<file path="src/rtl/nrdiv_seq_pkg.sv">
// Shared definitions for the sequential non-restoring divider.
// State encoding, default operand width and the divide-by-zero quotient fill.
package nrdiv_seq_pkg;

   typedef enum logic [2:0] {
      StIdle = 3'd0,
      StLoad = 3'd1,
      StIter = 3'd2,
      StFix  = 3'd3,
      StDone = 3'd4
   } nrdiv_state_e;

   localparam int unsigned DefWidth = 8;

   // A zero divisor returns an all-ones quotient.
   localparam logic DzQuoFill = 1'b1;

endpackage

</file>
<file path="src/rtl/nrdiv_addsub.sv">
// Combinational WIDTH+1-bit add/subtract for the non-restoring divider.
// Returns the new partial remainder and the quotient bit implied by its sign.
module nrdiv_addsub
   import nrdiv_seq_pkg::*;
#(
   parameter int unsigned WIDTH = DefWidth
) (
   input  logic [WIDTH:0]   a,
   input  logic [WIDTH-1:0] d,
   input  logic             sub,
   output logic [WIDTH:0]   a_new,
   output logic             qbit
);

   logic [WIDTH:0] d_ext;

   always_comb begin
      d_ext = {1'b0, d};
      a_new = sub ? (a - d_ext) : (a + d_ext);
      qbit  = ~a_new[WIDTH];
   end

endmodule

</file>
<file path="src/rtl/nrdiv_seq.sv">
// Sequential non-restoring divider, one quotient bit per clock, start/done control.
// Define NRDIV_SIGNED_EN for two's-complement operands (truncating division).
module nrdiv_seq
   import nrdiv_seq_pkg::*;
#(
   parameter int unsigned WIDTH = DefWidth,
   parameter int unsigned CNT_W = 4
) (
   input  logic             clk,
   input  logic             rst,
   input  logic             start,
   input  logic [WIDTH-1:0] Q,
   input  logic [WIDTH-1:0] M,
   output logic             busy,
   output logic             done,
   output logic             dz,
   output logic [WIDTH-1:0] quo,
   output logic [WIDTH-1:0] rem
);

   nrdiv_state_e     state_q;
   logic [WIDTH:0]   a_q;
   logic [WIDTH-1:0] qr_q;
   logic [WIDTH-1:0] d_q;
   logic [CNT_W-1:0] cnt_q;
   logic [WIDTH-1:0] q_lat;
   logic [WIDTH-1:0] m_lat;

   logic [WIDTH:0]   shifted;
   logic [WIDTH:0]   as_a;
   logic [WIDTH:0]   as_res;
   logic             as_sub;
   logic             as_qbit;
   logic [WIDTH-1:0] q_mag;
   logic [WIDTH-1:0] m_mag;
   logic [WIDTH-1:0] rem_mag;
   logic [WIDTH-1:0] quo_fix;
   logic [WIDTH-1:0] rem_fix;

   // The single adder shifts-and-steps in ITER and restores the remainder in FIX.
   always_comb begin
      shifted = {a_q[WIDTH-1:0], qr_q[WIDTH-1]};
      if (state_q == StIter) begin
         as_a   = shifted;
         as_sub = ~a_q[WIDTH];
      end else begin
         as_a   = a_q;
         as_sub = 1'b0;
      end
      rem_mag = a_q[WIDTH] ? as_res[WIDTH-1:0] : a_q[WIDTH-1:0];
`ifdef NRDIV_SIGNED_EN
      q_mag   = q_lat[WIDTH-1] ? -q_lat : q_lat;
      m_mag   = m_lat[WIDTH-1] ? -m_lat : m_lat;
      quo_fix = (q_lat[WIDTH-1] ^ m_lat[WIDTH-1]) ? -qr_q : qr_q;
      rem_fix = q_lat[WIDTH-1] ? -rem_mag : rem_mag;
`else
      q_mag   = q_lat;
      m_mag   = m_lat;
      quo_fix = qr_q;
      rem_fix = rem_mag;
`endif
   end

   nrdiv_addsub #(
      .WIDTH (WIDTH)
   ) u_addsub (
      .a     (as_a),
      .d     (d_q),
      .sub   (as_sub),
      .a_new (as_res),
      .qbit  (as_qbit)
   );

   always_ff @(posedge clk) begin
      if (!rst) begin
         state_q <= StIdle;
         a_q     <= '0;
         qr_q    <= '0;
         d_q     <= '0;
         cnt_q   <= '0;
         q_lat   <= '0;
         m_lat   <= '0;
         busy    <= 1'b0;
         done    <= 1'b0;
         dz      <= 1'b0;
         quo     <= '0;
         rem     <= '0;
      end else begin
         done <= 1'b0;
         unique case (state_q)
            StIdle: begin
               if (start) begin
                  q_lat   <= Q;
                  m_lat   <= M;
                  quo     <= '0;
                  rem     <= '0;
                  dz      <= 1'b0;
                  busy    <= 1'b1;
                  state_q <= StLoad;
               end
            end
            StLoad: begin
               if (m_lat == '0) begin
                  // Zero divisor skips ITER but still passes FIX, keeping done two edges out.
                  dz      <= 1'b1;
                  quo     <= {WIDTH{DzQuoFill}};
                  rem     <= q_lat;
                  state_q <= StFix;
               end else begin
                  a_q     <= '0;
                  qr_q    <= q_mag;
                  d_q     <= m_mag;
                  cnt_q   <= '0;
                  state_q <= StIter;
               end
            end
            StIter: begin
               a_q   <= as_res;
               qr_q  <= {qr_q[WIDTH-2:0], as_qbit};
               cnt_q <= cnt_q + 1'b1;
               if (cnt_q == CNT_W'(WIDTH - 1)) begin
                  state_q <= StFix;
               end
            end
            StFix: begin
               if (!dz) begin
                  quo <= quo_fix;
                  rem <= rem_fix;
               end
               done    <= 1'b1;
               state_q <= StDone;
            end
            StDone: begin
               busy    <= 1'b0;
               state_q <= StIdle;
            end
            default: begin
               busy    <= 1'b0;
               state_q <= StIdle;
            end
         endcase
      end
   end

endmodule

</file>
<file path="config.mk">
export PLATFORM = sky130hd
export DESIGN_NAME = nrdiv_seq
export DESIGN_NICKNAME = d
export VERILOG_FILES = /design/src/rtl/nrdiv_seq_pkg.sv /design/src/rtl/nrdiv_addsub.sv /design/src/rtl/nrdiv_seq.sv
export SDC_FILE = /design/constraint.sdc
export NUM_CORES = 1
export LEC_CHECK = 0
export CAP_MARGIN = 10
export CORE_MARGIN = 10
export CORE_UTILIZATION = 25
export CTS_CLUSTER_DIAMETER = 80
export DETAILED_ROUTE_END_ITERATION = 16
export DONT_BUFFER_PORTS = 1
export REMOVE_ABC_BUFFERS = 1
export SYNTH_ARGS = -nofsm -noshare
export SYNTH_HDL_FRONTEND = slang
export SYNTH_SLANG_ARGS = --single-unit
</file>
<file path="constraint.sdc">
create_clock -name clk -period 9.2 [get_ports clk]
set_clock_uncertainty 0.2 [all_clocks]
set_input_delay 2.3 -clock clk [delete_from_list [all_inputs] [get_ports clk]]
set_output_delay 2.3 -clock clk [all_outputs]
set_load 0.005 [all_outputs]
</file>
==> results of run 1 <==
logic make-up after synthesis:
logic type	count (synthesis)	share of synthesized area
buffers and inverters	36	0.04250
muxes	7	0.02180
and+or+nand+nor	195	0.2646
adders and majority gates	11	0.04287
xor gates and xnor gates	11	0.02846
DFF	67	0.3962
AOI/OAI and AO/OA	105	0.2036
worst register-to-register path, stage by stage, from the launching register on:
cell	delay (ps)
dfxtp_1	890
nor3b_4	810
a21boi_0	220
ha_1	250
fa_1	400
nand2b_1	180
a211o_1	280
and3b_1	190
mux2i_1	280
o31ai_1	120
state kept, by name, summed over array words and instances (netlist names):
| register | cells |
|---|---|
| dz | 1 |
| d_q | 8 |
| m_lat | 8 |
| q_lat | 8 |
| a_q | 9 |
| quo | 8 |
| state_q | 3 |
| rem | 8 |
| busy | 1 |
| qr_q | 8 |
| done | 1 |
| cnt_q | 4 |
routing by layer:
| metal | track usage | vias to the layer above | wire, µm |
|---|---|---|---|
| li1 | - | 1493 | - |
| met1 | 0.1139 | 1372 | 3775 |
| met2 | 0.1644 | 73 | 4340 |
| met3 | 0.03137 | 19 | 627 |
| met4 | 0.05680 | 0 | 275 |
| met5 | 0 | - | 0 |
power breakdown:
part,switching [mW],internal (mW)
clock network,0.123,0.236
registers,0.0269,0.314
logic,0.113,0.0698
total,0.264,0.620
cells in the mapped netlist (all sizes together), types with 2 or more instances:
cell type / number / area share
nand2: 100 / 0.11
dfxtp: 67 / 0.40
a21oi: 52 / 0.077
nor2: 36 / 0.041
clkbuf: 20 / 0.022
nand3: 16 / 0.024
inv: 11 / 0.012
ha: 10 / 0.037
o21ai: 10 / 0.015
xnor2: 9 / 0.023
nor3: 8 / 0.012
a311oi: 7 / 0.018
and3: 7 / 0.013
nand2b: 6 / 0.011
buf: 5 / 0.0081
a32o: 4 / 0.012
mux2i: 4 / 0.012
o21a: 4 / 0.0089
o22a: 4 / 0.010
a21boi: 3 / 0.010
a31oi: 3 / 0.0055
and2: 3 / 0.0055
mux2: 3 / 0.010
a21o: 2 / 0.0044
nand3b: 2 / 0.0044
nand4: 2 / 0.0037
nor2b: 2 / 0.0037
nor3b: 2 / 0.0092
nor4: 2 / 0.0074
o211a: 2 / 0.0059
o221a: 2 / 0.0067
o221ai: 2 / 0.0052
or2: 2 / 0.0037
or3: 2 / 0.0037
or3b: 2 / 0.0052
or4: 2 / 0.0044
xor2: 2 / 0.0052
metrics by stage:
stage                     instance area, µm²  cells  hold WS, ps
after CTS                               3829    601        283.9
final                                   3831    602        279.7
after global routing                    3831    602        301.2
after floorplan                         3283    407        245.2
after detailed placement                3518    585        275.8
after global placement                  3518    585        259.4
worst paths after layout:
check | start | depth (start not counted) | to | slack (ps)
hold / removal | m_lat[0]$_SDFFE_PN0P_ | 2 | d_q[0]$_SDFFE_PN0P_ | 280
hold reg to reg | m_lat[0]$_SDFFE_PN0P_ | 2 | d_q[0]$_SDFFE_PN0P_ | 280
setup / recovery | state_q[1]$_SDFFE_PN0P_ | 9 | qr_q[0]$_SDFFE_PN0P_ | 5230
setup reg to reg | state_q[1]$_SDFFE_PN0P_ | 9 | qr_q[0]$_SDFFE_PN0P_ | 5230
layout make-up:
| class | instances | area, µm² | area share |
|---|---|---|---|
| diodes | 1 | 2.502 | 0.0006532 |
| inverters | 11 | 41.29 | 0.01078 |
| repair buffers | 2 | 15.01 | 0.003919 |
| multi-input cells | 329 | 1901 | 0.4961 |
| well taps | 176 | 220.2 | 0.05748 |
| clock buffers | 11 | 232.7 | 0.06074 |
| clock inverters | 5 | 77.57 | 0.02025 |
| flip-flops and latches | 67 | 1341 | 0.3501 |
==> run_results.csv, run 1 <==
group,metric,value,unit
critical_path,cp-start-kind,"register",
clocking,post_cts_resized,0,
floorplanning,io-pin-count,38,
clocking,clkTransAtPathRegs,50,ps
power_and_ir_drop,power_density,230.5,nW/µm²
route,vias,2957,
outcome,status,"finished, final reports clean",
logic_synthesis,ys_seq_elements,67,
sta,setup-tns-final,0,ps
sta,max_slew.worst_pin.slew,922.4,ps
route,viasPerCell,4.912,
final_layout,syn_to_final_growth,13.16,%
global_route,track_usage,0.1006,
clocking,cts_hold_buf,0,
final_layout,fin_util,0.2893,
sta,hold_viol,0,
floorplanning,die-area,18600,µm²
clocking,cts.sinks,67,
logic_synthesis,synth_enable_flop_cells,0,
route,firstDrtPassIters,5,
floorplanning,chipWidth,136.4,µm
final_layout,drive_gt1_frac,0.07059,
clocking,cts_buffers,9,
sta,clock.fmax,252.1,MHz
sta,rsz0062_at_grt,"false",
logic_synthesis,ys_warn_count,0,
critical_path,crit_buf_inv,0,
critical_path,cp-end-kind,"register",
critical_path,worstPathMaxFanout,25,
clocking,htree_num_levels,3,
logic_synthesis,syn_area,3386,µm²
critical_path,slowest_stage,"dfxtp_1",
critical_path,crit_family,"simple AND/OR/NAND/NOR gates",
sta,finalSetupViolations,0,
clocking,clock_latency,340,ps
global_route,gr-total-overflow,0,
placement,dp_slack,5190,ps
clocking,clock_path_buffers,2,
logic_synthesis,synthDistinctLibCells,57,
final_layout,mostFrequentLayoutCells,"nand2_1, dfxtp_1, a21oi_1",
sta,slew_headroom,0.3842,
logic_synthesis,ys_seq_area_frac,0.3962,
route,ant_nets,0,
critical_path,crit_chain,"nor3b_4 -> a21boi_0 -> ha_1 -> fa_1 -> nand2b_1 -> a211o_1 -> and3b_1 -> mux2i_1 -> o31ai_1",
logic_synthesis,avgSynthCellArea,7.837,µm²
logic_synthesis,syn-instance-count,432,
floorplanning,initial_core_util,0.2557,
critical_path,path_class,"reg2reg",
route,wl_per_cell,14.98,µm
critical_path,crit_required,9190,ps
flow_run,drv_cap,0,
power_and_ir_drop,leakagePower,1.436,nW
sta,min_period,3966,ps
floorplanning,coreArea,13240,µm²
logic_synthesis,async_flop_share,0,
power_and_ir_drop,vdd_drop_max,0.07783,mV
route,totalWireLength,9018,µm
sta,worst_slack,5234,ps
hold_path,hold_class,"reg2reg",
clocking,post_cts_buffers,0,
final_layout,fill_cells,1435,
global_route,grt_pass1_wl,14900,µm
sta,report.final.slew_viol_count,0,
critical_path,cp.arrival,3950,ps
logic_synthesis,synth_ff_type,"dfxtp_1",
critical_path,max_stage_delay,890,ps
route,drtIter0Drc,178,
final_layout,final_common_cell,"nand2_1",
clocking,root_buffer,"clkbuf_16",
power_and_ir_drop,power,0.8832,mW
final_layout,nets,450,
global_route,antenna_found_initial,1,
placement,place.port_buffers,0,
placement,gp_congestion,0.8962,
placement,dp_hpwl,6502,µm
route,drcViolationCount,0,
global_route,grt_max_degree,55,
floorplanning,rows,42,
clocking,cts_tree,"done",
global_route,grt_pass1_vias,2938,
floorplanning,dieHeight,136.4,µm
sta,min_period_over_period,0.4311,
Note: power is estimated with default switching activity, not from simulation.
==> run 2: changes to the inputs <==
==> constraint.sdc (replaced) <==
create_clock -name clk -period 3.55 [get_ports clk]
set_clock_uncertainty 0.2 [all_clocks]
set_input_delay 0.8875 -clock clk [delete_from_list [all_inputs] [get_ports clk]]
set_output_delay 0.8875 -clock clk [all_outputs]
set_load 0.005 [all_outputs]
==> run 2 against run 1 <==
Worst setup slack got worse by 4800 ps. Count of clock-buffer cells in the layout increased by 1. First-iteration DRC count is 33% higher. Largest cell class unchanged. Global-route usage is 0.23 points higher. Combinational power rose to 2.7 times the previous value. Clock power grew to 2.7 times the previous value. Final cell count increased by 1.3%. Hold slack lost 4.9 ps. Critical path depth did not move. Sequential share of layout area decreased by 0.64 points. Flip-flop and latch count did not move. Largest power group unchanged.
==> run_results.csv, run 2 (synthesis gave the netlist of run 1 again) <==
group,metric,value,unit
outcome,status,"finished, final reports clean",
critical_path,worstPathMaxFanout,7,
clocking,clkTransAtPathRegs,60,ps
sta,slew_headroom,0.4077,
critical_path,cp.arrival,3190,ps
clocking,cts_buffers,9,
route,drcViolationCount,0,
sta,max_slew.worst_pin.slew,887.1,ps
global_route,grt_pass1_wl,14950,µm
clocking,clock_path_buffers,2,
global_route,gr-total-overflow,0,
power_and_ir_drop,power_density,595.0,nW/µm²
placement,gp_congestion,0.8427,
global_route,grt_pass1_vias,2960,
final_layout,final_common_cell,"nand2_1",
power_and_ir_drop,vdd_drop_max,0.1634,mV
global_route,antenna_found_initial,1,
final_layout,fill_cells,1418,
power_and_ir_drop,swShare,0.3061,
clocking,post_cts_resized,0,
final_layout,syn_to_final_growth,15.26,%
critical_path,cp-start-kind,"register",
final_layout,largest_reg_flops,9,
sta,clock.fmax,317.1,MHz
route,ant_nets,0,
floorplanning,coreArea,13240,µm²
critical_path,path_class,"reg2reg",
placement,numPlacedInstances,593,
route,firstDrtPassIters,4,
route,drtIter0Drc,236,
sta,report.final.slew_viol_count,0,
clocking,cts_tree,"done",
critical_path,cp-end-kind,"register",
hold_path,hold_class,"reg2reg",
global_route,grt_max_degree,55,
placement,dp_hpwl,6766,µm
clocking,root_buffer,"clkbuf_16",
power_and_ir_drop,p_seq_frac,0.374,
route,totalWireLength,9208,µm
flow_run,drv_cap,0,
clocking,cts_hold_buf,0,
floorplanning,io-pin-count,38,
sta,min_period_over_period,0.8883,
critical_path,crit_required,3590,ps
power_and_ir_drop,p_clk_frac,0.410,
placement,dp_slack,406.9,ps
placement,place.port_buffers,0,
power_and_ir_drop,combPwrFrac,0.216,
power_and_ir_drop,power_switching,0.7109,mW
route,vias,3018,
sta,finalSetupViolations,0,
floorplanning,die-area,18600,µm²
global_route,track_usage,0.1029,
final_layout,multi_input_area,1901,µm²
critical_path,max_stage_delay,510,ps
final_layout,largest_register,"a_q",
sta,hold_viol,0,
final_layout,final-seq-area,1341,µm²
sta,rsz0062_at_grt,"false",
clocking,clock_latency,340,ps
floorplanning,dieHeight,136.4,µm
floorplanning,rows,42,
critical_path,slowest_stage,"or3b_1",
floorplanning,chipWidth,136.4,µm
power_and_ir_drop,p_int,1.611,mW
final_layout,drive_gt1_frac,0.09238,
clocking,htree_num_levels,3,
power_and_ir_drop,leakagePower,1.484,nW
final_layout,mostFrequentLayoutCells,"nand2_1, dfxtp_1, a21oi_1",
sta,whs,274.8,ps
clocking,post_cts_buffers,0,
clocking,cts.sinks,67,
floorplanning,initial_core_util,0.2557,
critical_path,crit_chain,"or3b_1 -> nor2_1 -> mux2_2 -> fa_1 -> nand2b_1 -> a21oi_1 -> xnor2_1 -> o221ai_1 -> a32o_1",
final_layout,nets,458,
route,wl_per_cell,15.10,µm
sta,setup-tns-final,0,ps
route,viasPerCell,4.948,
sta,min_period,3154,ps
sta,worst_slack,396.5,ps
final_layout,fin_cells,610,
==> run 2: worst max-delay path, delay by kind of cell (launching register included) <==
kind            cells  cell delay (ps)
flops               1              380
fa+ha+maj           1              420
compound gates      3              620
xor+xnor            1              200
simple gates        3              850
mux                 1              380
==> run 2: cell type report <==
class | count | share of cell area
antenna | 1 | 0.0006412
clock buffer | 12 | 0.06829
clock inverter | 4 | 0.01411
inverter | 11 | 0.01058
multi-input combinational | 329 | 0.4870
sequential | 67 | 0.3437
tap | 176 | 0.05643
timing repair buffer | 10 | 0.01924
==> run 2: metrics by stage <==
step	util	power, mW	instance area, µm²
floorplan	-	1.236	3283
global placement	0.2702	1.381	3578
detailed placement	0.2702	1.385	3578
CTS	0.2945	2.340	3900
global route	0.2947	2.441	3902
finish	0.2947	2.322	3902
==> run 2: final timing paths <==
check | from | to | slack, ps | cells after the start
setup / recovery | state_q[2]$_SDFFE_PN0P_ | rem[4]$_SDFFE_PN0P_ | 400 | 9
hold / removal | quo[1]$_SDFFE_PN0P_ | quo[1]$_SDFFE_PN0P_ | 270 | 2
setup reg to reg | state_q[2]$_SDFFE_PN0P_ | rem[4]$_SDFFE_PN0P_ | 400 | 9
hold reg to reg | quo[1]$_SDFFE_PN0P_ | quo[1]$_SDFFE_PN0P_ | 270 | 2
==> run 2: power groups by stage <==
stage,clock (mW),combinational [mW],sequential (mW)
2_1_floorplan,0,0.364,0.873
3_3_place_gp,0,0.497,0.884
3_5_place_dp,0,0.500,0.885
4_1_cts,0.967,0.503,0.870
5_1_grt,1.00,0.563,0.877
6_report,0.952,0.502,0.868
==> run 2: per-layer routing <==
metal  wire (µm)  vias up  track usage
met1        3847     1451       0.1146
met5           0        -            0
met2        4609       58       0.1736
met3         584       12      0.03579
li1            -     1497            -
met4         166        0      0.04556
==> RTL change: new RTL, flow settings as in run 2 <==
Register the inputs `start`, `Q` and `M` before use, cleared by the reset. The logic sees them one clock later.
--- a/src/rtl/nrdiv_seq.sv
+++ b/src/rtl/nrdiv_seq.sv
@@ -19,2 +19,18 @@
 );
+
+   logic start_q;
+   logic [WIDTH-1:0] Q_q;
+   logic [WIDTH-1:0] M_q;
+
+   always_ff @(posedge clk) begin
+      if (!rst) begin
+         start_q <= '0;
+         Q_q     <= '0;
+         M_q     <= '0;
+      end else begin
+         start_q <= start;
+         Q_q     <= Q;
+         M_q     <= M;
+      end
+   end
 
@@ -91,5 +107,5 @@
             StIdle: begin
-               if (start) begin
-                  q_lat   <= Q;
-                  m_lat   <= M;
+               if (start_q) begin
+                  q_lat   <= Q_q;
+                  m_lat   <= M_q;
                   quo     <= '0;
Function: changed (a bounded check fails within 4 cycles, from zero or initial values and one cycle with rst low).
==> RTL change against run 2 <==
  * Via count is 9.0% higher
  * Sequential cell count is 17 higher
  * Power is 5.9% lower
  * Cell area is 15% higher
  * Worst setup slack better by 0.073 ns
  * Wire length is 8.2% higher
  * Critical path depth stayed put
  * Synthesized area is 18% higher
  * Critical path type unchanged
  * Largest cell class unchanged
  * Highest routed layer unchanged
==> RTL change: results (changes against run 2) <==
Route
  • Vias: 3,289 (+9.0%)
  • WL met3: 700 um (+20%)
  • Routed len/inst: 14.3 um (-5.0%)
  • Starting DRT DRC Count: 180 (-24%)
  • Met2 WL: 4590 um (-0.39%)
  • Mean number of vias per cell: 4.73 (-4.3%)
  • Drt pass-1 iters: 5 (+1)
  • M1 WL: 4470 um (+16%)

Logic synthesis
  • Library cells used by synthesis: 60 (+5.3%)
  • Cells after Synth: 482 (+12%)
  • Synth top cells by count: nand2_1, dfxtp_1, a21oi_1

Finish
  • Layout cells sized above 1: 8.98% (-0.26 points)
  • Final net count: 504 (+10%)
  • Diode count: 0 (-1)

Worst setup path
  • Crit Path Max Fanout: 11 (+4)
  • Reg2reg start: state_q[0]
  • Crit path largest cell delay: 0.43 ns (-0.08 ns)

GRT
  • Vias in the first global route: 3,199 (+8.1%)
  • GR Util met1: 11.6% (+0.14 points)
  • Global router's overall resource usage: 9.45% (-0.84 points)
  • GRT met2 Usage: 14.8% (-2.5 points)

Placed design
  • Pre-CTS setup slack: 0.500 ns (+0.0933 ns)
  • Final GP Congestion: 0.878 (+4.2%)
  • DP HPWL: 7260 um (+7.3%)
  • Dpl cells: 679 (+15%)

Hold path
  • Worst hold start: M_q[0]

Timing
  • Worst-Margin Slew: 0.768 ns (-0.119 ns)

Power and ir drop
  • VDD IR max: 0.212 mV (+29%)

Status
  • Status: finished, final reports clean
-- RTL change: cell count changes in the layout (fill, tap and decap cells not counted), sizes merged, moves of 9 or more --
cell | before | now
and2 | 3 | 22
a21boi | 3 | 17
dfxtp | 67 | 84
a21oi | 52 | 39
nor2 | 36 | 27
-- RTL change: power by group --
part,switching [mW],internal [mW],total [mW]
combinational,0.164,0.106,0.269
clock,0.384,0.515,0.899
sequential,0.0337,0.984,1.02
-- RTL change: logic make-up after synthesis --
group | synth area share, %
simple gates | 26.6
compound gates | 18.2
flops | 41.9
buf+inv | 5.18
xor+xnor | 2.62
fa+ha+maj | 3.62
mux | 1.84
-- RTL change: per-stage QoR --
step,hold WS (ns),area [sq um]
final,0.231,4500
after global routing,0.259,4500
after CTS,0.238,4500
after detailed placement,0.230,4220
after global placement,0.227,4220
after floorplan,0.217,3850
-- RTL change: path summary, 6_finish.rpt --
| path | to | slack [ns] | cells after the start |
|---|---|---|---|
| worst max-delay path | rem[4] | 0.47 | 9 |
| worst min-delay path | m_lat[0] | 0.23 | 2 |
| worst max register to register | rem[4] | 0.47 | 9 |
| worst min register to register | m_lat[0] | 0.23 | 2 |
-- RTL change: worst register-to-register path, delay by kind of cell (launching register included) --
family / cells / cell delay, ns
simple gates: 3 / 0.75
compound gates: 3 / 0.61
fa+ha+maj: 1 / 0.43
flops: 1 / 0.42
mux: 1 / 0.38
xor+xnor: 1 / 0.19
-- RTL change: cell type report --
| type | count | area, sq um |
|---|---|---|
| fill | 1713 | 11300 |
| multi-input combinational | 354 | 2120 |
| sequential | 84 | 1680 |
| tap | 216 | 270 |
| clock buffer | 12 | 256 |
| timing repair buffer | 13 | 97.6 |
| inverter | 12 | 45.0 |
| clock inverter | 4 | 31.3 |
